### config.mk
export PLATFORM = sky130hd
export DESIGN_NAME = output_argmax_reader_flat
export DESIGN_NICKNAME = d
export VERILOG_FILES = /design/src/rtl/output_argmax_reader_if.sv /design/src/rtl/output_argmax_reader.sv /design/src/flat_wrapper.sv
export SDC_FILE = /design/constraint.sdc
export NUM_CORES = 1
export LEC_CHECK = 0
export CORE_AREA = 2 2 72 74
export CTS_CLUSTER_DIAMETER = 50
export DETAILED_ROUTE_END_ITERATION = 12
export DIE_AREA = 0 0 74 76
export GPL_TIMING_DRIVEN = 0
export PLACE_DENSITY = 0.68
export SYNTH_ARGS = -nofsm -noshare
export SYNTH_HDL_FRONTEND = slang
export SYNTH_SLANG_ARGS = --single-unit
### constraint.sdc
create_clock -name clk -period 2.9 [get_ports clk]
set_clock_uncertainty 0.2 [all_clocks]
set_input_delay 0.58 -clock clk [delete_from_list [all_inputs] [get_ports clk]]
set_output_delay 0.58 -clock clk [all_outputs]
set_load 0.02 [all_outputs]
### src/rtl/output_argmax_reader_if.sv
// Bus between the argmax reader and its surroundings: start request, RAM read
// port (address out, data in) and the classification result.
//   start     host -> reader  begin a scan (honoured only when idle)
//   ram_q     RAM  -> reader  data at the address registered on the last edge
//   ram_addr  reader -> RAM   registered read address
//   busy      reader -> host  scan in progress
//   done      reader -> host  one-cycle pulse, digit/max_val freshly updated
//   digit     reader -> host  index of the largest signed score
//   max_val   reader -> host  largest signed score
// The slave modport is the reader; master is the host/RAM side.
interface output_argmax_reader_if #(
   parameter int DATA_WIDTH = 8,
   parameter int ADDR_WIDTH = 4
) ();
   logic                  start;
   logic [DATA_WIDTH-1:0] ram_q;
   logic [ADDR_WIDTH-1:0] ram_addr;
   logic                  busy;
   logic                  done;
   logic [ADDR_WIDTH-1:0] digit;
   logic [DATA_WIDTH-1:0] max_val;

   modport master (
      output start, ram_q,
      input  ram_addr, busy, done, digit, max_val
   );

   modport slave (
      input  start, ram_q,
      output ram_addr, busy, done, digit, max_val
   );
endinterface

### src/rtl/output_argmax_reader.sv
// Scans output-unit score RAM entries 0..NUM_OUTPUTS-1 through a registered-address
// read port and reports the index and value of the largest signed score.
// Ports:
//   clk    rising-edge clock, shared with the RAM
//   rst_n  asynchronous active-low reset
//   bus    output_argmax_reader_if.slave (start, ram_q in; ram_addr, busy, done,
//          digit, max_val out)
module output_argmax_reader #(
   parameter int DATA_WIDTH  = 8,
   parameter int ADDR_WIDTH  = 4,
   parameter int NUM_OUTPUTS = 10
) (
   input logic                    clk,
   input logic                    rst_n,
   output_argmax_reader_if.slave  bus
);
   localparam logic [1:0] ST_IDLE  = 2'd0;
   localparam logic [1:0] ST_SCAN  = 2'd1;
   localparam logic [1:0] ST_DRAIN = 2'd2;
   localparam logic [1:0] ST_DONE  = 2'd3;

   localparam logic [ADDR_WIDTH-1:0] LAST_ADDR = ADDR_WIDTH'(NUM_OUTPUTS - 1);

   logic [1:0]                   state_q, state_d;
   logic [ADDR_WIDTH-1:0]        addr_q, addr_d;
   logic signed [DATA_WIDTH-1:0] run_max_q, run_max_d;
   logic [ADDR_WIDTH-1:0]        run_idx_q, run_idx_d;
   logic [ADDR_WIDTH-1:0]        digit_q, digit_d;
   logic [DATA_WIDTH-1:0]        max_val_q, max_val_d;

   logic                         sample;
   logic [ADDR_WIDTH-1:0]        sample_idx;

   // ram_q lags ram_addr by one cycle: in SCAN it holds entry addr-1 (nothing
   // valid yet while addr is still 0); in DRAIN it holds the last entry.
   always_comb begin
      sample     = 1'b0;
      sample_idx = addr_q;
      if (state_q == ST_SCAN && addr_q != '0) begin
         sample     = 1'b1;
         sample_idx = addr_q - 1'b1;
      end else if (state_q == ST_DRAIN) begin
         sample = 1'b1;
      end
   end

   // Entry 0 seeds the running max; later entries win only on strictly greater,
   // so ties keep the lowest index.
   always_comb begin
      run_max_d = run_max_q;
      run_idx_d = run_idx_q;
      if (sample && (sample_idx == '0 || $signed(bus.ram_q) > run_max_q)) begin
         run_max_d = $signed(bus.ram_q);
         run_idx_d = sample_idx;
      end
   end

   always_comb begin
      state_d   = state_q;
      addr_d    = addr_q;
      digit_d   = digit_q;
      max_val_d = max_val_q;
      case (state_q)
         ST_IDLE: begin
            if (bus.start) begin
               state_d = ST_SCAN;
               addr_d  = '0;
            end
         end
         ST_SCAN: begin
            if (addr_q == LAST_ADDR) begin
               state_d = ST_DRAIN;
            end else begin
               addr_d = addr_q + 1'b1;
            end
         end
         ST_DRAIN: begin
            // Publish including the final sample so the result is valid with done.
            state_d   = ST_DONE;
            digit_d   = run_idx_d;
            max_val_d = run_max_d;
         end
         ST_DONE: state_d = ST_IDLE;
         default: state_d = ST_IDLE;
      endcase
   end

   always_ff @(posedge clk or negedge rst_n) begin
      if (!rst_n) begin
         state_q   <= ST_IDLE;
         addr_q    <= '0;
         run_max_q <= '0;
         run_idx_q <= '0;
         digit_q   <= '0;
         max_val_q <= '0;
      end else begin
         state_q   <= state_d;
         addr_q    <= addr_d;
         run_max_q <= run_max_d;
         run_idx_q <= run_idx_d;
         digit_q   <= digit_d;
         max_val_q <= max_val_d;
      end
   end

   assign bus.ram_addr = addr_q;
   assign bus.busy     = (state_q == ST_SCAN) || (state_q == ST_DRAIN);
   assign bus.done     = (state_q == ST_DONE);
   assign bus.digit    = digit_q;
   assign bus.max_val  = max_val_q;
endmodule

### src/flat_wrapper.sv
// flat-port wrapper written by rule: the top's interface ports become plain ports
module output_argmax_reader_flat 
#(
   parameter int DATA_WIDTH  = 8,
   parameter int ADDR_WIDTH  = 4,
   parameter int NUM_OUTPUTS = 10
)
  (clk, rst_n, bus_start, bus_ram_q, bus_ram_addr, bus_busy, bus_done, bus_digit, bus_max_val);
  output_argmax_reader_if #(.DATA_WIDTH(DATA_WIDTH), .ADDR_WIDTH(ADDR_WIDTH)) bus_i ();
  input logic clk;
  input logic rst_n;
  input wire logic [$bits(bus_i.start)-1:0] bus_start;
  input wire logic [$bits(bus_i.ram_q)-1:0] bus_ram_q;
  output wire logic [$bits(bus_i.ram_addr)-1:0] bus_ram_addr;
  output wire logic [$bits(bus_i.busy)-1:0] bus_busy;
  output wire logic [$bits(bus_i.done)-1:0] bus_done;
  output wire logic [$bits(bus_i.digit)-1:0] bus_digit;
  output wire logic [$bits(bus_i.max_val)-1:0] bus_max_val;
  assign bus_i.start = bus_start;
  assign bus_i.ram_q = bus_ram_q;
  assign bus_ram_addr = bus_i.ram_addr;
  assign bus_busy = bus_i.busy;
  assign bus_done = bus_i.done;
  assign bus_digit = bus_i.digit;
  assign bus_max_val = bus_i.max_val;
  output_argmax_reader #(.DATA_WIDTH(DATA_WIDTH), .ADDR_WIDTH(ADDR_WIDTH), .NUM_OUTPUTS(NUM_OUTPUTS)) u_core (.clk(clk), .rst_n(rst_n), .bus(bus_i));
endmodule
# [Word-level counts from Yosys, hierarchy flattened]
# Index checks and enable logic that the tools add are counted.
[op_classes] n_lt_le_gt_ge=1 n_div=0 n_reduce_logical=10 n_mux=11 addsub=2 bitwise_logic=0 n_mul=0 eq_ne=7 n_shift=0
[op_table] op="4-bit two-way mux" count=4
[op_table] op="8-bit greater-than comparator" count=1
[op_table] op="8-bit two-way mux" count=1
[op_table] op="2-bit one-hot mux with 4 select lines" count=1
[op_table] op="4-bit one-hot mux with 2 select lines" count=1
[op_table] op="2-bit != test, second input constant" count=3
[op_table] op="4-bit by 1-bit adder with 4-bit output, second input constant" count=1
[op_table] op="2-bit == test, second input constant" count=2
[op_table] op="4-bit == test, second input constant" count=1
[op_table] op="4-bit logical NOT" count=1
[op_table] op="2-bit two-way mux" count=2
[op_table] op="4-bit nonzero test" count=1
[op_table] op="4-bit by 1-bit subtractor with 4-bit output, second input constant" count=1
[op_table] op="3-bit AND reduction" count=1
[op_table] op="2-bit by 1-bit == test with 1-bit output, second input constant" count=1
[op_table] op="1-bit logical AND" count=2
[op_table] op="2-bit logical NOT" count=1
[op_table] op="1-bit logical OR" count=2
[op_table] op="1-bit two-way mux" count=2
[op_table] op="2-bit AND reduction" count=1
[op_table] op="2-bit nonzero test" count=1
[totals] n_memories=0 out_inout_bits=18 inputBits=11 latch_bits=0 regBits=30 ramBits=0 rom_bits=0 elab_cells=37

# [Depth between registers and ports, before layout]
[logic_depth] ltp_word=7 mapped_depth=9 mapped_depth_nobuf=7

# [Least setup slack after synthesis]
# OpenSTA, ideal clock, no wires.
[synth_timing] path_kind="flip-flop to flip-flop" startpoint="register u_core.addr_q[0], in the netlist u_core.bus.ram_addr[0]" endpoint="register u_core.run_idx_q[1]" arrival_time_ns=2.426 path_buffers=1 setup_time_ns=0.125 slack_ns=0.150 path_stages_with_launch=9 period_less_slack_ns=2.750 required_ns=2.575 cell_sequence="dfrtp_1 > inv_1 > ha_1 > or3b_4 > and2_0 > buf_2 > o22a_1 > a31oi_4 > mux2_2"
[synth_between] elab_chain_len=7 word_cells_on_any_way=9 cone_classes="add/sub: 1; mux: 3; reduce/logical: 5"
[synth_lines] element="start, declared" line="output_argmax_reader.sv:25" source="logic [ADDR_WIDTH-1:0] addr_q, addr_d;"
[synth_lines] element="start signal, assigned" line="output_argmax_reader.sv:98" source="addr_q <= addr_d;"
[synth_lines] element="parallel branches: the longest is 6 deep, another holds 4-bit by 1-bit subtractor with 4-bit output"
[synth_lines] element="4-bit two-way mux *" line="output_argmax_reader.sv:52" source="if (sample && (sample_idx == '0 || $signed(bus.ram_q) > run_max_q)) begin"
[synth_lines] element="named net u_core.run_idx_d[1]" line="output_argmax_reader.sv:27" source="logic [ADDR_WIDTH-1:0] run_idx_q, run_idx_d;"
[synth_lines] element="end signal, assigned" line="output_argmax_reader.sv:100" source="run_idx_q <= run_idx_d;"
[synth_lines] element="end, declared" line="output_argmax_reader.sv:27"
# Mark *: on every way through the listed nets, which the timed path passes.
# A chain may end at the register's enable or synchronous reset.

# [Final worst setup path]
[layout_timing] startpoint="input bus_ram_q[0]" endpoint="register u_core.max_val_q[5], in the netlist u_core.bus.max_val[5]"
[layout_between] elab_chain_len=4
[layout_lines] element="start, declared" line="flat_wrapper.sv:13" source="input wire logic [$bits(bus_i.ram_q)-1:0] bus_ram_q;"
[layout_lines] element="8-bit greater-than comparator" line="output_argmax_reader.sv:52"
[layout_lines] element="1-bit logical OR" line="output_argmax_reader.sv:52"
[layout_lines] element="1-bit logical AND" line="output_argmax_reader.sv:52"
[layout_lines] element="8-bit two-way mux" line="output_argmax_reader.sv:52"
[layout_lines] element="end signal, assigned" line="output_argmax_reader.sv:102" source="max_val_q <= max_val_d;"
[layout_lines] element="end, declared" line="output_argmax_reader.sv:29" source="logic [DATA_WIDTH-1:0] max_val_q, max_val_d;"
# No other way between the ends.

==> run summary <==
Synth warn - 0
Async SR Flop Fraction - 100.0%
Routability congestion estimate - 0.8501
Final Hold Fails - 0
Layout cell share with drive strength beyond 1 - 19.22%
Largest net degree at the start of global routing - 31
CTS buffer count - 5
Overflow after GRT - 0
Critical Path RT - 2.86 ns
Reg2Reg Depth - 9
Vias in the first global route - 1711
Die Area - 0.005624 sq mm
MaxCap Viol Count - 0
GR Util All Layers - 18.76%
Hold_ws - 0.1221 ns
Antenna fix cells - 0
Register area - 752.0 sq um
Tcrit/Tclk final - 97.50%
Leak - 1.149 nW
Power density over the cells - 1355 mW/mm^2
R2R Path Start - u_core.bus.ram_addr[1]
Drt initial violations - 171
Status - completed
WL final - 5190 microns
Design area - 0.002639 sq mm
Synth Cell Area - 0.002006 sq mm
Multi-input logic area - 0.001191 sq mm
WP data arrival - 2.79 ns
Row count - 26
HPWL Detailed - 3319 microns
Sinks on Clock Net - 30
Switching part of the total - 44.94%
Fmax - 353.7 MHz
CP endpoint kind - register
Synth area leader - dfrtp_1
Placed inst area - 0.002369 sq mm
Clock power share - 9.5%
Post-DRT Antenna Nets - 0
DR vias - 1844
First drt pass iteration count - 5
Post-synth EDFFs - 0
Switch Pwr - 1.607 mW
Reg2reg end - u_core.run_idx_q[1]
Vias/cell - 5.674
Minimum clock period - 2.827 ns
Logic gate share of total power - 68.6%
Top cells by area, synth - dfrtp_1, ha_1, mux2_2
Setup CP Type - in2reg
Slew at the pin with the worst max-slew slack - 0.6752 ns
First-pass GRT wire length - 8183 microns
Clock transition at path regs - 0.06 ns
Max Fanout on Critical Path - 5
Slew Limit Fails - 0
Final setup fails - 0
RSZ-0062 raised after global routing - no
Chip width - 74 microns
Cell internal pwr - 1.969 mW
Post-synthesis sequential area ratio - 37.43%
Initial Util - 40.83%
Startpoint types - input pin
# IOs - 29
CTS tree - built
Capture point of the critical path - u_core.bus.max_val[5]
Post-route DRC violation count - 0
CTS Hold Bufs - 0
Post-synthesis register bit count - 30
Normalized max-slew margin - 54.99%
Core ar. - 0.004912 sq mm
Syn nets - 239
Worst setup path startpoint - bus_ram_q[0]
Htree depth - 2
Post-synth top area share - 37.43%
Post-synthesis cell count - 212
Fill cells - 430
Initial antenna violation count - 0
Clock latency on the worst-skew pair - 0.29 ns
Max clock buf depth - 2
PortBufs - 28
Final net count - 283
CTS root buffer - clkbuf_8
Top_reg_cell synth - dfrtp_1
Die Ht - 76 microns
WL/cell - 15.97 microns
Post-synth cell types - 45
Hold/Removal Path Class - in2async
Sequential share of power - 21.9%
Syn Area/Cell - 9.461 sq um
Register-to-register setup slack - 0.09 ns
VDD IR max - 595.5 uV
P&R area growth vs syn - 31.57%
==> critical path: stages <==
cell and delay (ns):
clkdlybuf4s50_1 0.50, inv_1 0.07, ha_1 0.19, nand2b_1 0.14
a211o_1 0.34, nand4b_1 0.26, clkbuf_8 0.22, a311oi_1 0.09
or3_1 0.39
==> cell usage in the layout, fill, tap and decap left out, drive strengths merged, types with 4 or more instances in the layout <==
cell type,instances
inv,17
o2bb2ai,7
ha,16
clkbuf,14
dlymetal6s2s,4
nand2,27
nor2,6
clkdlybuf4s50,23
mux2i,5
mux2,9
a31oi,6
nor4,7
or3,7
dfrtp,30
a21oi,10
a311oi,9
buf,16
==> per-layer routing <==
layer	GRT usage (%)	vias to the layer above	wire (microns)
li1	-	875	-
met1	25.86	869	2314
met2	28.84	83	2406
met3	4.365	17	310
met4	6.000	0	159
met5	0	-	0
==> cells in the mapped netlist, types with 2 or more instances <==
cell / n
a211oi_1: 2
a21oi_1: 10
a311o_1: 2
a311oi_1: 9
a31oi_1: 5
buf_2: 4
clkbuf_1: 8
dfrtp_1: 30
ha_1: 16
inv_1: 17
mux2_2: 9
mux2i_1: 5
nand2_1: 27
nand2b_1: 3
nand4_1: 3
nor2_1: 6
nor2b_1: 2
nor3_1: 3
nor4_1: 7
o22a_1: 2
o22ai_1: 3
o2bb2ai_1: 7
o311ai_0: 2
or3_1: 7
or4_1: 2
xnor2_1: 2
==> cell type report <==
type / instances / area share [%]
repair buffers: 37 / 13.85
inverters: 18 / 2.560
plain buffers: 14 / 3.509
flip-flops and latches: 30 / 28.50
clock buffers: 6 / 3.129
well taps: 70 / 3.319
multi-input cells: 150 / 45.14
==> cell families (layout without fill, tap and decap cells) <==
kind of cell | Yosys count | after routing | synth area share [%]
compound gates | 51 | 51 | 19.90
fa+ha+maj | 16 | 16 | 9.981
mux | 14 | 14 | 7.549
flops | 30 | 30 | 37.43
xor+xnor | 2 | 2 | 0.8735
buf+inv | 32 | 75 | 6.800
simple gates | 67 | 67 | 17.47
==> power groups by stage <==
stage | Sequential (mW) | Combinational (mW) | Clock [mW]
2_1_floorplan | 0.882 | 1.35 | 0
3_3_place_gp | 0.778 | 2.05 | 0
3_5_place_dp | 0.787 | 2.07 | 0
4_1_cts | 0.781 | 2.28 | 0.344
5_1_grt | 0.817 | 2.64 | 0.368
6_report | 0.783 | 2.45 | 0.338
==> per-stage QoR <==
step	power, mW	utilization [%]	worst slack, ns	setup TNS, ns	instances
finish	3.576	53.72	0.07253	0	325
global route	3.822	53.72	0.005878	0	325
CTS	3.400	51.40	0.01059	0	319
detailed placement	2.858	48.22	-0.5303	-10.55	310
global placement	2.831	48.32	-0.5515	-10.88	310
floorplan	2.235	-	0.1498	0	212
==> repair_timing <==
item	4_1_cts	5_1_grt
pin swaps	2	10
setup endpoints to repair	22	24
cloned	0	1
buffers inserted	3	5
gates resized for setup	13	19
==> worst min path at each step <==
stage	start	cells after the start	to	slack, ns
after floorplan	rst_n	0	u_core.bus.digit[0]	0.08
after global placement	u_core.run_idx_q[1]	1	u_core.run_idx_q[1]	0.29
after detailed placement	u_core.run_idx_q[1]	1	u_core.run_idx_q[1]	0.30
after CTS	rst_n	1	u_core.bus.ram_addr[2]	0.16
after global routing	rst_n	1	u_core.bus.ram_addr[2]	0.19
final	rst_n	1	u_core.bus.ram_addr[2]	0.12
==> flip-flops by register name (all words and copies together), names as in the netlist <==
name                 cells
u_core.bus.max_val       8
u_core.bus.digit         4
u_core.run_max_q         8
u_core.run_idx_q         4
u_core.state_q           2
u_core.bus.ram_addr      4
Note: power is estimated with default switching activity, not from simulation.
